--- src/rtl/enigma_pkg.sv ---
// enigma_pkg: shared definitions for the Enigma keyboard front end.
//   - PS/2 scan-code set 2 make codes for A..Z, plus the break and
//     extended prefixes.
//   - Frame receiver state encoding.
//   - scan_to_index(): maps a make code to {hit, letter index}. Index 0 is A
//     and index 25 is Z. The lampboard and wheel display use the same order.
package enigma_pkg;

    localparam int NUM_LETTERS = 26;

    localparam logic [7:0] SC_A = 8'h1C;
    localparam logic [7:0] SC_B = 8'h32;
    localparam logic [7:0] SC_C = 8'h21;
    localparam logic [7:0] SC_D = 8'h23;
    localparam logic [7:0] SC_E = 8'h24;
    localparam logic [7:0] SC_F = 8'h2B;
    localparam logic [7:0] SC_G = 8'h34;
    localparam logic [7:0] SC_H = 8'h33;
    localparam logic [7:0] SC_I = 8'h43;
    localparam logic [7:0] SC_J = 8'h3B;
    localparam logic [7:0] SC_K = 8'h42;
    localparam logic [7:0] SC_L = 8'h4B;
    localparam logic [7:0] SC_M = 8'h3A;
    localparam logic [7:0] SC_N = 8'h31;
    localparam logic [7:0] SC_O = 8'h44;
    localparam logic [7:0] SC_P = 8'h4D;
    localparam logic [7:0] SC_Q = 8'h15;
    localparam logic [7:0] SC_R = 8'h2D;
    localparam logic [7:0] SC_S = 8'h1B;
    localparam logic [7:0] SC_T = 8'h2C;
    localparam logic [7:0] SC_U = 8'h3C;
    localparam logic [7:0] SC_V = 8'h2A;
    localparam logic [7:0] SC_W = 8'h1D;
    localparam logic [7:0] SC_X = 8'h22;
    localparam logic [7:0] SC_Y = 8'h35;
    localparam logic [7:0] SC_Z = 8'h1A;

    localparam logic [7:0] SC_BREAK = 8'hF0;
    localparam logic [7:0] SC_EXT   = 8'hE0;

    typedef enum logic [1:0] {
        IDLE   = 2'd0,
        DATA   = 2'd1,
        PARITY = 2'd2,
        STOP   = 2'd3
    } rx_state_t;

    typedef struct packed {
        logic       hit;
        logic [4:0] idx;
    } scan_hit_t;

    function automatic scan_hit_t scan_to_index(input logic [7:0] code);
        scan_hit_t r;
        r.hit = 1'b1;
        r.idx = 5'd0;
        case (code)
            SC_A: r.idx = 5'd0;
            SC_B: r.idx = 5'd1;
            SC_C: r.idx = 5'd2;
            SC_D: r.idx = 5'd3;
            SC_E: r.idx = 5'd4;
            SC_F: r.idx = 5'd5;
            SC_G: r.idx = 5'd6;
            SC_H: r.idx = 5'd7;
            SC_I: r.idx = 5'd8;
            SC_J: r.idx = 5'd9;
            SC_K: r.idx = 5'd10;
            SC_L: r.idx = 5'd11;
            SC_M: r.idx = 5'd12;
            SC_N: r.idx = 5'd13;
            SC_O: r.idx = 5'd14;
            SC_P: r.idx = 5'd15;
            SC_Q: r.idx = 5'd16;
            SC_R: r.idx = 5'd17;
            SC_S: r.idx = 5'd18;
            SC_T: r.idx = 5'd19;
            SC_U: r.idx = 5'd20;
            SC_V: r.idx = 5'd21;
            SC_W: r.idx = 5'd22;
            SC_X: r.idx = 5'd23;
            SC_Y: r.idx = 5'd24;
            SC_Z: r.idx = 5'd25;
            default: r = '0;
        endcase
        return r;
    endfunction

endpackage

--- src/rtl/ps2_frame_rx.sv ---
// ps2_frame_rx: PS/2 device-to-host frame receiver.
// This module synchronises the PS/2 clock and data lines, detects falling
// edges of the PS/2 clock, and shifts in 11-bit frames. Each frame has a
// start bit, 8 data bits sent LSB first, an odd-parity bit and a stop bit.
// Ports:
//   clk        in   system clock
//   reset      in   synchronous, active-high
//   ps2_clk    in   raw keyboard clock (asynchronous)
//   ps2_dat    in   raw keyboard data (asynchronous)
//   code       out  last good scan code (valid while code_valid is high)
//   code_valid out  1-cycle pulse, one cycle after the stop-bit edge
//   frame_err  out  1-cycle pulse for a start, parity, stop or timeout fault
// SYNC_STAGES must be >= 2. TIMEOUT_CYCLES must be >= 2.
module ps2_frame_rx #(
    parameter int TIMEOUT_CYCLES = 50000,
    parameter int SYNC_STAGES    = 2
) (
    input  logic       clk,
    input  logic       reset,
    input  logic       ps2_clk,
    input  logic       ps2_dat,
    output logic [7:0] code,
    output logic       code_valid,
    output logic       frame_err
);
    import enigma_pkg::*;

    localparam int GAP_W = $clog2(TIMEOUT_CYCLES + 1);
    // The gap counter holds k in the k-th cycle after an edge. The timeout
    // fires when the counter is at TIMEOUT_CYCLES-1. Because frame_err is
    // registered, it is then seen exactly TIMEOUT_CYCLES cycles after the
    // edge_fall cycle.
    localparam logic [GAP_W-1:0] GAP_LAST = GAP_W'(TIMEOUT_CYCLES - 1);

    logic [SYNC_STAGES-1:0] clk_sync, dat_sync;
    logic                   clk_prev;
    logic                   edge_fall;
    logic                   dat_bit;

    // The synchronisers are left free-running through reset. After reset,
    // clk_prev then tracks the real pin level, so a keyboard clock that is
    // held low across reset does not look like a fresh falling edge.
    always_ff @(posedge clk) begin
        clk_sync <= {clk_sync[SYNC_STAGES-2:0], ps2_clk};
        dat_sync <= {dat_sync[SYNC_STAGES-2:0], ps2_dat};
        clk_prev <= clk_sync[SYNC_STAGES-1];
        dat_bit  <= dat_sync[SYNC_STAGES-1];
    end

    // edge_fall is registered, so it is seen SYNC_STAGES+1 cycles after the
    // pin falls. dat_bit is registered in the same way, so it lines up with
    // edge_fall.
    always_ff @(posedge clk) begin
        if (reset) edge_fall <= 1'b0;
        else       edge_fall <= clk_prev & ~clk_sync[SYNC_STAGES-1];
    end

    rx_state_t        state_q, state_d;
    logic [2:0]       bit_cnt_q, bit_cnt_d;
    logic [7:0]       shift_q, shift_d;
    logic             par_q, par_d;
    logic [GAP_W-1:0] gap_q, gap_d;
    logic [7:0]       code_q, code_d;
    logic             code_valid_q, code_valid_d;
    logic             frame_err_q, frame_err_d;

    always_ff @(posedge clk) begin
        if (reset) begin
            state_q      <= IDLE;
            bit_cnt_q    <= '0;
            shift_q      <= '0;
            par_q        <= 1'b0;
            gap_q        <= '0;
            code_q       <= '0;
            code_valid_q <= 1'b0;
            frame_err_q  <= 1'b0;
        end else begin
            state_q      <= state_d;
            bit_cnt_q    <= bit_cnt_d;
            shift_q      <= shift_d;
            par_q        <= par_d;
            gap_q        <= gap_d;
            code_q       <= code_d;
            code_valid_q <= code_valid_d;
            frame_err_q  <= frame_err_d;
        end
    end

    always_comb begin
        state_d      = state_q;
        bit_cnt_d    = bit_cnt_q;
        shift_d      = shift_q;
        par_d        = par_q;
        code_d       = code_q;
        code_valid_d = 1'b0;
        frame_err_d  = 1'b0;
        gap_d        = (state_q == IDLE) ? '0 : gap_q + 1'b1;

        if (edge_fall) begin
            // An edge always wins over a timeout in the same cycle.
            gap_d = GAP_W'(1);
            case (state_q)
                IDLE: begin
                    if (!dat_bit) begin
                        state_d   = DATA;
                        bit_cnt_d = '0;
                    end else begin
                        frame_err_d = 1'b1;
                    end
                end
                DATA: begin
                    shift_d   = {dat_bit, shift_q[7:1]};
                    bit_cnt_d = bit_cnt_q + 1'b1;
                    if (bit_cnt_q == 3'd7) state_d = PARITY;
                end
                PARITY: begin
                    par_d   = dat_bit;
                    state_d = STOP;
                end
                STOP: begin
                    if (dat_bit && (^{shift_q, par_q})) begin
                        code_valid_d = 1'b1;
                        code_d       = shift_q;
                    end else begin
                        frame_err_d = 1'b1;
                    end
                    state_d = IDLE;
                end
                default: state_d = IDLE;
            endcase
        end else if (state_q != IDLE && gap_q == GAP_LAST) begin
            state_d     = IDLE;
            gap_d       = '0;
            frame_err_d = 1'b1;
        end
    end

    assign code       = code_q;
    assign code_valid = code_valid_q;
    assign frame_err  = frame_err_q;

endmodule

--- src/rtl/ps2_letter_decoder.sv ---
// ps2_letter_decoder: keyboard front end for the Enigma machine.
// This block turns PS/2 set-2 make/break/extended sequences into a one-hot
// "held letter" vector (bit 0 = A .. bit 25 = Z). It also gives a 1-cycle
// strobe for each new keypress, so typematic repeats never step the rotors.
// Ports:
//   CLOCK_50      in   50 MHz system clock
//   reset         in   synchronous, active-high
//   PS2_CLK       in   keyboard clock (asynchronous)
//   PS2_DAT       in   keyboard data (asynchronous)
//   letter        out  one-hot held letter, zero when none is held
//   letter_strobe out  1-cycle pulse when letter takes a new non-zero value
//   frame_err     out  1-cycle pulse when a frame is discarded
module ps2_letter_decoder #(
    parameter int TIMEOUT_CYCLES = 50000,
    parameter int SYNC_STAGES    = 2
) (
    input  logic        CLOCK_50,
    input  logic        reset,
    input  logic        PS2_CLK,
    input  logic        PS2_DAT,
    output logic [25:0] letter,
    output logic        letter_strobe,
    output logic        frame_err
);
    import enigma_pkg::*;

    logic [7:0] code;
    logic       code_valid;
    logic       rx_err;

    ps2_frame_rx #(
        .TIMEOUT_CYCLES(TIMEOUT_CYCLES),
        .SYNC_STAGES   (SYNC_STAGES)
    ) u_rx (
        .clk       (CLOCK_50),
        .reset     (reset),
        .ps2_clk   (PS2_CLK),
        .ps2_dat   (PS2_DAT),
        .code      (code),
        .code_valid(code_valid),
        .frame_err (rx_err)
    );

    scan_hit_t                hit;
    logic [NUM_LETTERS-1:0]   onehot;
    logic [NUM_LETTERS-1:0]   letter_d;
    logic                     strobe_d;
    logic                     brk_pend, brk_d;
    logic                     ext_pend, ext_d;

    assign hit    = scan_to_index(code);
    assign onehot = NUM_LETTERS'(1) << hit.idx;

    always_comb begin
        letter_d = letter;
        strobe_d = 1'b0;
        brk_d    = brk_pend;
        ext_d    = ext_pend;

        if (rx_err) begin
            // A lost frame may have been the second half of a prefix pair,
            // so the pending prefixes can no longer be trusted.
            brk_d = 1'b0;
            ext_d = 1'b0;
        end else if (code_valid) begin
            if (code == SC_EXT) begin
                ext_d = 1'b1;
            end else if (code == SC_BREAK) begin
                brk_d = 1'b1;
            end else if (ext_pend) begin
                // E0 xx and E0 F0 xx are non-letter keys. Swallow them.
                brk_d = 1'b0;
                ext_d = 1'b0;
            end else if (hit.hit) begin
                if (brk_pend) begin
                    // Releasing a key other than the held one leaves the
                    // held letter alone (rollover).
                    if (letter == onehot) letter_d = '0;
                    brk_d = 1'b0;
                end else if (letter != onehot) begin
                    letter_d = onehot;
                    strobe_d = 1'b1;
                end
            end else begin
                brk_d = 1'b0;
                ext_d = 1'b0;
            end
        end
    end

    always_ff @(posedge CLOCK_50) begin
        if (reset) begin
            letter        <= '0;
            letter_strobe <= 1'b0;
            brk_pend      <= 1'b0;
            ext_pend      <= 1'b0;
        end else begin
            letter        <= letter_d;
            letter_strobe <= strobe_d;
            brk_pend      <= brk_d;
            ext_pend      <= ext_d;
        end
    end

    // The receiver already registers this pulse, so it is passed straight out.
    assign frame_err = rx_err;

endmodule

--- config.mk ---
export PLATFORM = sky130hd
export DESIGN_NAME = ps2_letter_decoder
export DESIGN_NICKNAME = d
export VERILOG_FILES = /design/src/rtl/enigma_pkg.sv /design/src/rtl/ps2_frame_rx.sv /design/src/rtl/ps2_letter_decoder.sv
export SDC_FILE = /design/constraint.sdc
export NUM_CORES = 1
export LEC_CHECK = 0
export CELL_PAD_IN_SITES_DETAIL_PLACEMENT = 1
export CELL_PAD_IN_SITES_GLOBAL_PLACEMENT = 2
export CORE_MARGIN = 4
export CORE_UTILIZATION = 25
export DETAILED_ROUTE_END_ITERATION = 10
export PLACE_DENSITY = 0.65
export SYNTH_ARGS = -nofsm -noshare
export SYNTH_HDL_FRONTEND = slang
export SYNTH_SLANG_ARGS = --single-unit
export TNS_END_PERCENT = 5
--- constraint.sdc ---
create_clock -name CLOCK_50 -period 8.17 [get_ports CLOCK_50]
set_clock_uncertainty 0.15 [all_clocks]
set_input_delay 1.634 -clock CLOCK_50 [delete_from_list [all_inputs] [get_ports CLOCK_50]]
set_output_delay 1.634 -clock CLOCK_50 [all_outputs]
set_load 0.02 [all_outputs]
* Yosys cells after proc, flatten, opt, wreduce, memory -nomap -nowiden
Cells that the tools add are included.
** Cells by class
- Add/sub/neg operators :: 2
- $mul :: 0
- Divide/modulo/power cells :: 0
- Order comparisons :: 0
- Eq/ne operators :: 40
- Shift-type cells :: 1
- Multiplexer cells :: 25
- Bitwise operators :: 10
- Reductions and logical operators :: 21
** Operators by type and width (count)
- 8-bit by 6-bit == test with 1-bit output (second input constant) :: 16
- 5-bit one-hot mux with 25 select lines :: 1
- 26-bit 2-to-1 mux :: 3
- 8-bit by 5-bit == test with 1-bit output (second input constant) :: 5
- 8-bit by 7-bit == test with 1-bit output (second input constant) :: 5
- 26-bit == test :: 1
- 26-bit != test :: 1
- 26-bit OR reduction :: 1
- 1-bit by 5-bit left shift with 26-bit output (first input constant) :: 1
- 16-bit by 1-bit adder with 16-bit output (second input constant) :: 1
- 16-bit == test (second input constant) :: 1
- 8-bit == test (second input constant) :: 2
- 1-bit 2-to-1 mux :: 13
- 1-bit inverter :: 9
- 3-bit AND reduction :: 3
- 9-bit XOR reduction :: 1
- 2-bit 2-to-1 mux :: 4
- 2-bit one-hot mux with 4 select lines :: 1
- 2-bit AND reduction :: 4
- 8-bit AND reduction :: 1
- 2-bit nonzero test :: 4
- 8-bit OR reduction :: 1
- 3-bit != test (second input constant) :: 2
- 3-bit one-hot mux with 2 select lines :: 1
- other kinds (14) :: 17
** Word-level totals
- Register bits :: 76
- Bits in latches :: 0
- RAM bits :: 0
- Bits in read-only memories :: 0
- Word-level logic and storage cells :: 117
- Memories kept :: 0

* Depth between registers and ports, before layout
Gate-level depths: netlist of the first run.
- Word-level depth :: 6
- Mapped depth :: 14
- Gate-level depth less buffers :: 10

* Cells and area by module
From an unflattened synthesis of the first run, not the netlist that was laid out.
** Unflattened totals
- Cells, all modules :: 563
- Area, all modules :: 4713.3 µm²
** By module, submodules not included
- ps2_letter_decoder :: instances 1, cells an instance 354, area each 2737.6 µm², sequential area each 580.6 µm²
- ps2_frame_rx :: instances 1, cells an instance 209, area each 1975.6 µm², sequential area each 940.9 µm²

* Worst setup path after synthesis of the first run
Ideal clock, no wire load.
- Path kind :: reg-to-reg
- From :: reg u_rx.code_q[6] (netlist: u_rx.code[6])
- To :: reg letter[19]
- Setup time :: 0.117 ns
- Arrival time :: 3.320 ns
- Required time :: 7.903 ns
- Path slack :: 4.582 ns
- Stages on the path, launching flop included :: 14
- Buffers on the path :: 3
- Clock period less this slack :: 3.588 ns
- Path through :: dfxtp_1 -> buf_6 -> or4b_1 -> buf_2 -> a211o_1 -> o31a_1 -> and3b_1 -> nor4_1 -> xor2_1 -> nor4b_1 -> a311o_1 -> o211ai_2 -> buf_6 -> a32o_2
** Between the ends
- Cells in the longest elaborated chain, start to end :: 6
** Ends and longest elaborated chain
- start: declaration :: line ps2_frame_rx.sv:63 : logic [7:0] code_q, code_d;
- start signal: assignment :: line ps2_frame_rx.sv:83 : code_q <= code_d;
- 8-bit by 5-bit == test with 1-bit output, or another cell as far along :: line enigma_pkg.sv:57 : case (code)
- 5-bit one-hot mux with 25 select lines :: line enigma_pkg.sv:57
- 1-bit by 5-bit left shift with 26-bit output :: line ps2_letter_decoder.sv:52 : assign onehot = NUM_LETTERS'(1) << hit.idx;
- 26-bit == test or 26-bit != test (tied branches) :: line ps2_letter_decoder.sv:78, ps2_letter_decoder.sv:80
- 2-bit by 1-bit != test with 1-bit output (no line) or 2-bit nonzero test (tied branches)
- 8-bit AND reduction (no line)
- end signal: assignment :: line ps2_letter_decoder.sv:98 : letter <= letter_d;
- end: declaration :: line ps2_letter_decoder.sv:21 : output logic [25:0] letter,
Several ways; a longest one is shown, not always the timed one. The select of a mux whose other input is x is not followed.
A chain may end at the register's enable or synchronous reset.

* Final worst setup path of the first run
- From :: reg u_rx.code_q[4] (netlist: u_rx.code[4])
- To :: reg letter[17]
Same word-level chain as after synthesis.

==> results by group, run 1 <==
Outcome
  – Outcome: complete, no violations

Global route
  – Leftover overflow at the end of global routing: 0
  – Via count of the first global-routing pass: 4,119
  – Pin count of the biggest net entering global routing: 59
  – Global-route wire length before repair: 22,300 µm
  – Number of antenna violations at the first check in global routing: 0
  – GR Util All Layers: 13.8%

Layout
  – Commonest non-fill, non-tap cell in the layout: dfxtp_1
  – Final-stage net count: 558
  – Finished layout cell area: 0.00518 mm²
  – Filler-free cell count of the finished design: 777
  – Antenna cell count: 0
  – Fraction of layout cells with a size suffix above 1: 8.70%
  – Post-Route Utilization: 29.7%
  – Relative area change from synthesis to final layout: 15.5%
  – Fillers: 2,070
  – Top library cells by usage in the layout, fill and taps aside: dfxtp_1 (76), nor2_1 (58), nand2_1 (50)

Route
  – Overall routed net length: 13,600 µm
  – DRC violations left: 0
  – First drt pass iteration count: 4
  – Wire length per cell after detailed routing: 17.5 µm
  – Average vias per placed instance: 5.25
  – Total number of vias: 4,079
  – Antenna viol nets, final: 0
  – DRC violation total after the first TritonRoute iteration: 186

STA
  – Worst max-slew margin expressed relative to the limit: 32.0%
  – Final setup violation count: 0
  – Unrepaired setup endpoints after global routing: no
  – Final Hold Violating Endpoints: 0
  – Final worst-path setup slack: 3180 ps
  – Number of slew-limit violations in the final report: 0
  – Transition at the pin with the smallest max-transition slack: 1020 ps
  – Total negative slack for setup checks: 0 ps
  – Highest clock rate: 200 MHz
  – Post-route minimum period: 4990 ps
  – Final worst-path cycle share: 61.1%

Clock tree
  – Clk_lat worst skew: 350 ps
  – CTS-repair resized insts: 0
  – Clk buf depth: 2
  – Setup fix buffers added after clock tree synthesis: 0
  – Sinks on the clock net: 76
  – H-tree depth reported by CTS: 3
  – Num CTS Buffers: 9
  – CTS tree: done
  – Post-CTS clock slew at the launch and capture registers of the worst setup and hold paths: 60 ps
  – CTS Hold Bufs: 0
  – Root buf cell: clkbuf_16

Placed design
  – Detailed placer's ending HPWL: 9500 µm
  – Gpl congestion: 0.868
  – Placement-stage cell area: 0.00489 mm²
  – Post-Place Cells: 761
  – Worst setup timing slack at the placement stage: 3190 ps
  – Count of input and output buffers: 31

Synth
  – Share of flip-flops with an asynchronous set or reset: 0%
  – Syn nets: 555
  – Number of enable-type register cells in the synthesized netlist: 0
  – Flop and latch count out of synthesis: 76
  – Synthesized area per cell: 8.24 µm²
  – Synth Flop Type: dfxtp_1
  – Netlist Area Pre-Place: 0.00448 mm²
  – Sequential fraction of the synthesis area: 33.9%
  – Total of warnings raised by yosys: 0
  – Number of distinct library cells after synthesis: 74
  – Cell count after synthesis: 544

Critical path
  – Number of buffer and inverter stages on the critical path: 0
  – Crit path largest cell delay: 920 ps
  – Critical-path cell list: nor4b_2 > a32o_1 > nand2_1 > and3b_1 > nor4_1 > xor2_1 > nor4b_2 > nand3_1 > o211ai_2 > a22o_1
  – Critical Setup Path Class: reg2reg
  – CP most frequent cell: nor4b_2
  – Slowest stage cell on the critical path: nor4b_2
  – Nature of the critical path startpoint: flop
  – Required time at the worst-slack endpoint: 8310 ps
  – Data arrival time of the critical path: 5130 ps
  – Kind of end point of the critical path: flop
  – Peak fanout along the critical path: 23
  – Largest delay share family, worst path: simple AND/OR/NAND/NOR gates

Die
  – Top-level port count: 32
  – Total core area: 0.0174 mm²
  – Initial Util: 25.7%
  – Horizontal die dimension: 142 µm
  – Die height: 142 µm
  – Area of the die: 0.0201 mm²
  – Std cell rows: 48

Job
  – Max_cap viols: 0

Hold path
  – Hold crit path type: reg2reg

Power
  – Power per standard cell area: 151 mW/mm²
  – Reported leakage power: 1.66 nW
  – Peak ir drop on the vdd network: 0.120 mV
## final cells by class
cell class              instances  area [µm²]  share of cell area (%)
clock buffers                  10         239                    4.61
clock inverters                 6        46.3                   0.894
inverters                      13        48.8                   0.942
multi-input cells             412        2710                    52.3
flip-flops and latches         76        1520                    29.4
well taps                     225         282                    5.44
repair buffers                 35         335                    6.47
## sequential cells by signal, summed over array words and instances (netlist names), 2 cells and up
register and count:
letter 26, u_rx.bit_cnt_q 3, u_rx.clk_sync 2, u_rx.code 8, u_rx.dat_sync 2, u_rx.gap_q 16, u_rx.shift_q 8, u_rx.state_q 2
## cells in the mapped netlist, drive strengths merged (3+ instances only)
cell type | number | area [µm²]
nand4b | 5 | 43.8
xnor2 | 16 | 140
clkbuf | 23 | 86.3
mux2i | 8 | 80.1
nand3 | 24 | 120
nor4 | 9 | 56.3
a31oi | 3 | 25.0
or4 | 4 | 33.8
or2 | 4 | 25.0
or3 | 3 | 23.8
o22ai | 6 | 37.5
nor2 | 58 | 218
a211oi | 4 | 35.0
a22oi | 4 | 30.0
a311oi | 5 | 43.8
a32o | 13 | 139
dfxtp | 76 | 1520
ha | 7 | 87.6
and4 | 7 | 61.3
nand3b | 15 | 113
inv | 13 | 48.8
and3 | 6 | 37.5
nand2 | 50 | 188
nor4b | 8 | 97.6
nor3 | 15 | 75.1
o21ai | 29 | 145
a22o | 3 | 26.3
nand2b | 9 | 56.3
or3b | 5 | 43.8
xor2 | 13 | 114
buf | 20 | 128
nor3b | 4 | 30.0
o311ai | 7 | 61.3
a21oi | 26 | 134
nand4 | 6 | 37.5
nor2b | 3 | 18.8
## layer usage
metal	up-vias	track usage [%]	wire length, µm
met2	55	22.7	6480
li1	2004	-	-
met1	2006	18.4	6500
met3	14	2.96	415
met4	0	4.04	195
met5	-	0	0
## cells by family after synthesis
| group | share of synthesized area, % |
|---|---|
| buffers and inverters | 5.86 |
| flip-flops | 33.9 |
| adder cells (fa/ha/maj) | 2.18 |
| AO/OA/AOI/OAI | 19.0 |
| XOR/XNOR | 5.66 |
| AND/OR/NAND/NOR | 31.6 |
| multiplexers | 1.79 |
## stage by stage
stage | total power (W) | hold WS (ps)
after global placement | 0.000397 | 161
after detailed placement | 0.000398 | 164
after global routing | 0.000815 | 183
final | 0.000781 | 178
after CTS | 0.000798 | 180
after floorplan | 0.000393 | 160
## power by group
part           switching (W)  total (W)  leakage (nW)  internal, W
registers         0.00000221   0.000375         0.615     0.000373
clock network       0.000176   0.000392         0.135     0.000216
logic             0.00000973  0.0000141         0.909   0.00000434
## path summary, 6_finish.rpt
kind,start,to,slack (ps),cells after the start
setup / recovery,u_rx.code[4],letter[17],3180,10
hold / removal,u_rx.dat_sync[0],u_rx.dat_sync[1],180,0
setup reg to reg,u_rx.code[4],letter[17],3180,10
hold reg to reg,u_rx.dat_sync[0],u_rx.dat_sync[1],180,0
(Power assumes the default switching activity.)
==> inputs of run 2 (changes only) <==
- clock period: 8.17 -> 4.6 ns (I/O delays scaled with it)
==> results by group, run 2 (synthesized netlist as in run 1, its figures left out) <==
Die
  – Horizontal die dimension: 142 µm (unchanged)
  – Area of the die: 0.0201 mm² (unchanged)
  – Std cell rows: 48 (unchanged)
  – Die height: 142 µm (unchanged)
  – Total core area: 0.0174 mm² (unchanged)
  – Top-level port count: 32 (unchanged)
  – Initial Util: 25.7% (unchanged)

Power
  – Total power draw: 0.00141 W (+81%)
  – Peak ir drop on the vdd network: 0.178 mV (+49%)
  – Power per standard cell area: 268 mW/mm² (+78%)
  – Reported leakage power: 1.71 nW (+3.0%)

Global route
  – Via count of the first global-routing pass: 4,087 (-0.78%)
  – GR Util All Layers: 14.0% (+0.15 points)
  – Leftover overflow at the end of global routing: 0 (unchanged)
  – Global-route wire length before repair: 22,600 µm (+1.6%)
  – Pin count of the biggest net entering global routing: 41 (-31%)
  – Number of antenna violations at the first check in global routing: 0 (unchanged)

Outcome
  – Outcome: complete, no violations

Layout
  – Top library cells by usage in the layout, fill and taps aside: dfxtp_1 (75), nor2_1 (58), nand2_1 (50)
  – Area taken by multi-input logic gates: 0.00271 mm² (+0.23%)
  – Relative area change from synthesis to final layout: 17.2%
  – Fraction of layout cells with a size suffix above 1: 10.4% (+1.7 points)
  – Footprint of the flip-flops and latches: 0.00152 mm² (about the same)
  – Antenna cell count: 0 (unchanged)
  – Commonest non-fill, non-tap cell in the layout: dfxtp_1
  – Final-stage net count: 566 (+1.4%)
  – Max reg flops: 26 (unchanged)
  – Fillers: 2,075 (+0.24%)
  – Largest reg by FF count: letter
  – Largest registers ranked by flip-flop count: letter: 26 flops, u_rx.gap_q: 16 flops

STA
  – Number of slew-limit violations in the final report: 0 (unchanged)
  – Unrepaired setup endpoints after global routing: no
  – Transition at the pin with the smallest max-transition slack: 847 ps (-171 ps)
  – Worst max-slew margin expressed relative to the limit: 43.5% (+11 points)
  – Final worst-path cycle share: 93.3% (+32 points)
  – Post-route minimum period: 4290 ps (-697 ps)
  – Highest clock rate: 233 MHz (+16%)
  – Total negative slack for setup checks: 0 ps (unchanged)
  – Final setup violation count: 0 (unchanged)
  – Final Hold Violating Endpoints: 0 (unchanged)

Clock tree
  – Setup fix buffers added after clock tree synthesis: 0 (unchanged)
  – Root buf cell: clkbuf_16
  – CTS tree: done
  – Sinks on the clock net: 76 (unchanged)
  – Clk_lat worst skew: 350 ps (about the same)
  – CTS-repair resized insts: 0 (unchanged)
  – Clk buf depth: 2 (unchanged)
  – H-tree depth reported by CTS: 3 (unchanged)
  – Num CTS Buffers: 9 (unchanged)
  – Post-CTS clock slew at the launch and capture registers of the worst setup and hold paths: 60 ps (about the same)
  – CTS Hold Bufs: 0 (unchanged)

Critical path
  – Critical Setup Path Class: reg2reg
  – Peak fanout along the critical path: 25 (+8.7%)
  – Kind of end point of the critical path: flop
  – Data arrival time of the critical path: 4380 ps (-750 ps)
  – Required time at the worst-slack endpoint: 4690 ps (-3620 ps)
  – Nature of the critical path startpoint: flop

Job
  – Max_cap viols: 0 (unchanged)

Route
  – DRC violation total after the first TritonRoute iteration: 225 (+21%)
  – First drt pass iteration count: 4 (unchanged)
  – Antenna viol nets, final: 0 (unchanged)
  – Wire length per cell after detailed routing: 17.5 µm (+0.22%)
  – Average vias per placed instance: 5.26 (+0.12%)
  – Overall routed net length: 13,800 µm (+1.3%)
  – Total number of vias: 4,126 (+1.2%)
  – DRC violations left: 0 (unchanged)

Hold path
  – Hold crit path type: reg2reg

Placed design
  – Gpl congestion: 0.813 (-6.3%)
  – Count of input and output buffers: 31 (unchanged)
  – Detailed placer's ending HPWL: 9950 µm (+4.8%)
==> run 2: per-stage QoR <==
stage	hold slack, ps	std cells	utilization [%]	worst slack, ps	instance area, µm²
after floorplan	160	544	-	1010	4480
after global placement	163	769	28.4	404	4950
after detailed placement	163	769	28.4	337	4950
after CTS	179	785	30.1	323	5250
after global routing	185	785	30.2	36.9	5260
final	176	785	30.2	309	5260
==> run 2: final timing paths <==
path | startpoint | to | slack (ps) | cells past startpoint
min | u_rx.dat_sync[1] | u_rx.dat_bit | 180 | 0
min reg2reg | u_rx.dat_sync[1] | u_rx.dat_bit | 180 | 0
max | u_rx.code[3] | letter[19] | 310 | 10
max reg2reg | u_rx.code[3] | letter[19] | 310 | 10
==> run 2: cell type report <==
type,instances,area share (%)
multi-input combinational,412,51.6
inverter,13,0.928
clock inverter,5,0.809
tap,225,5.36
sequential,76,29.0
clock buffer,11,4.81
timing repair buffer,43,7.52
==> run 2: routing by layer <==
| layer | vias to the layer above | part of all wire [%] | global-route usage, % |
|---|---|---|---|
| li1 | 2027 | - | - |
| met1 | 2019 | 48 | 18.8 |
| met2 | 64 | 48 | 22.6 |
| met3 | 16 | 3.4 | 2.82 |
| met4 | 0 | 1.4 | 4.44 |
| met5 | - | 0 | 0 |
==> run 2: power breakdown <==
group | internal, W | switching [W]
clock network | 0.000401 | 0.000318
registers | 0.000662 | 0.00000403
logic | 0.00000771 | 0.0000178
==> run 2: worst max-delay path, cell delays in order, from the launching register on <==
cell       delay [ps]
dfxtp_1           870
buf_4             290
nor3_1             90
nor4_1            500
nand3_1           280
xnor2_1           250
nor3_1            310
or3b_2            470
nand4bb_4         330
and2b_4           320
a32o_2            290
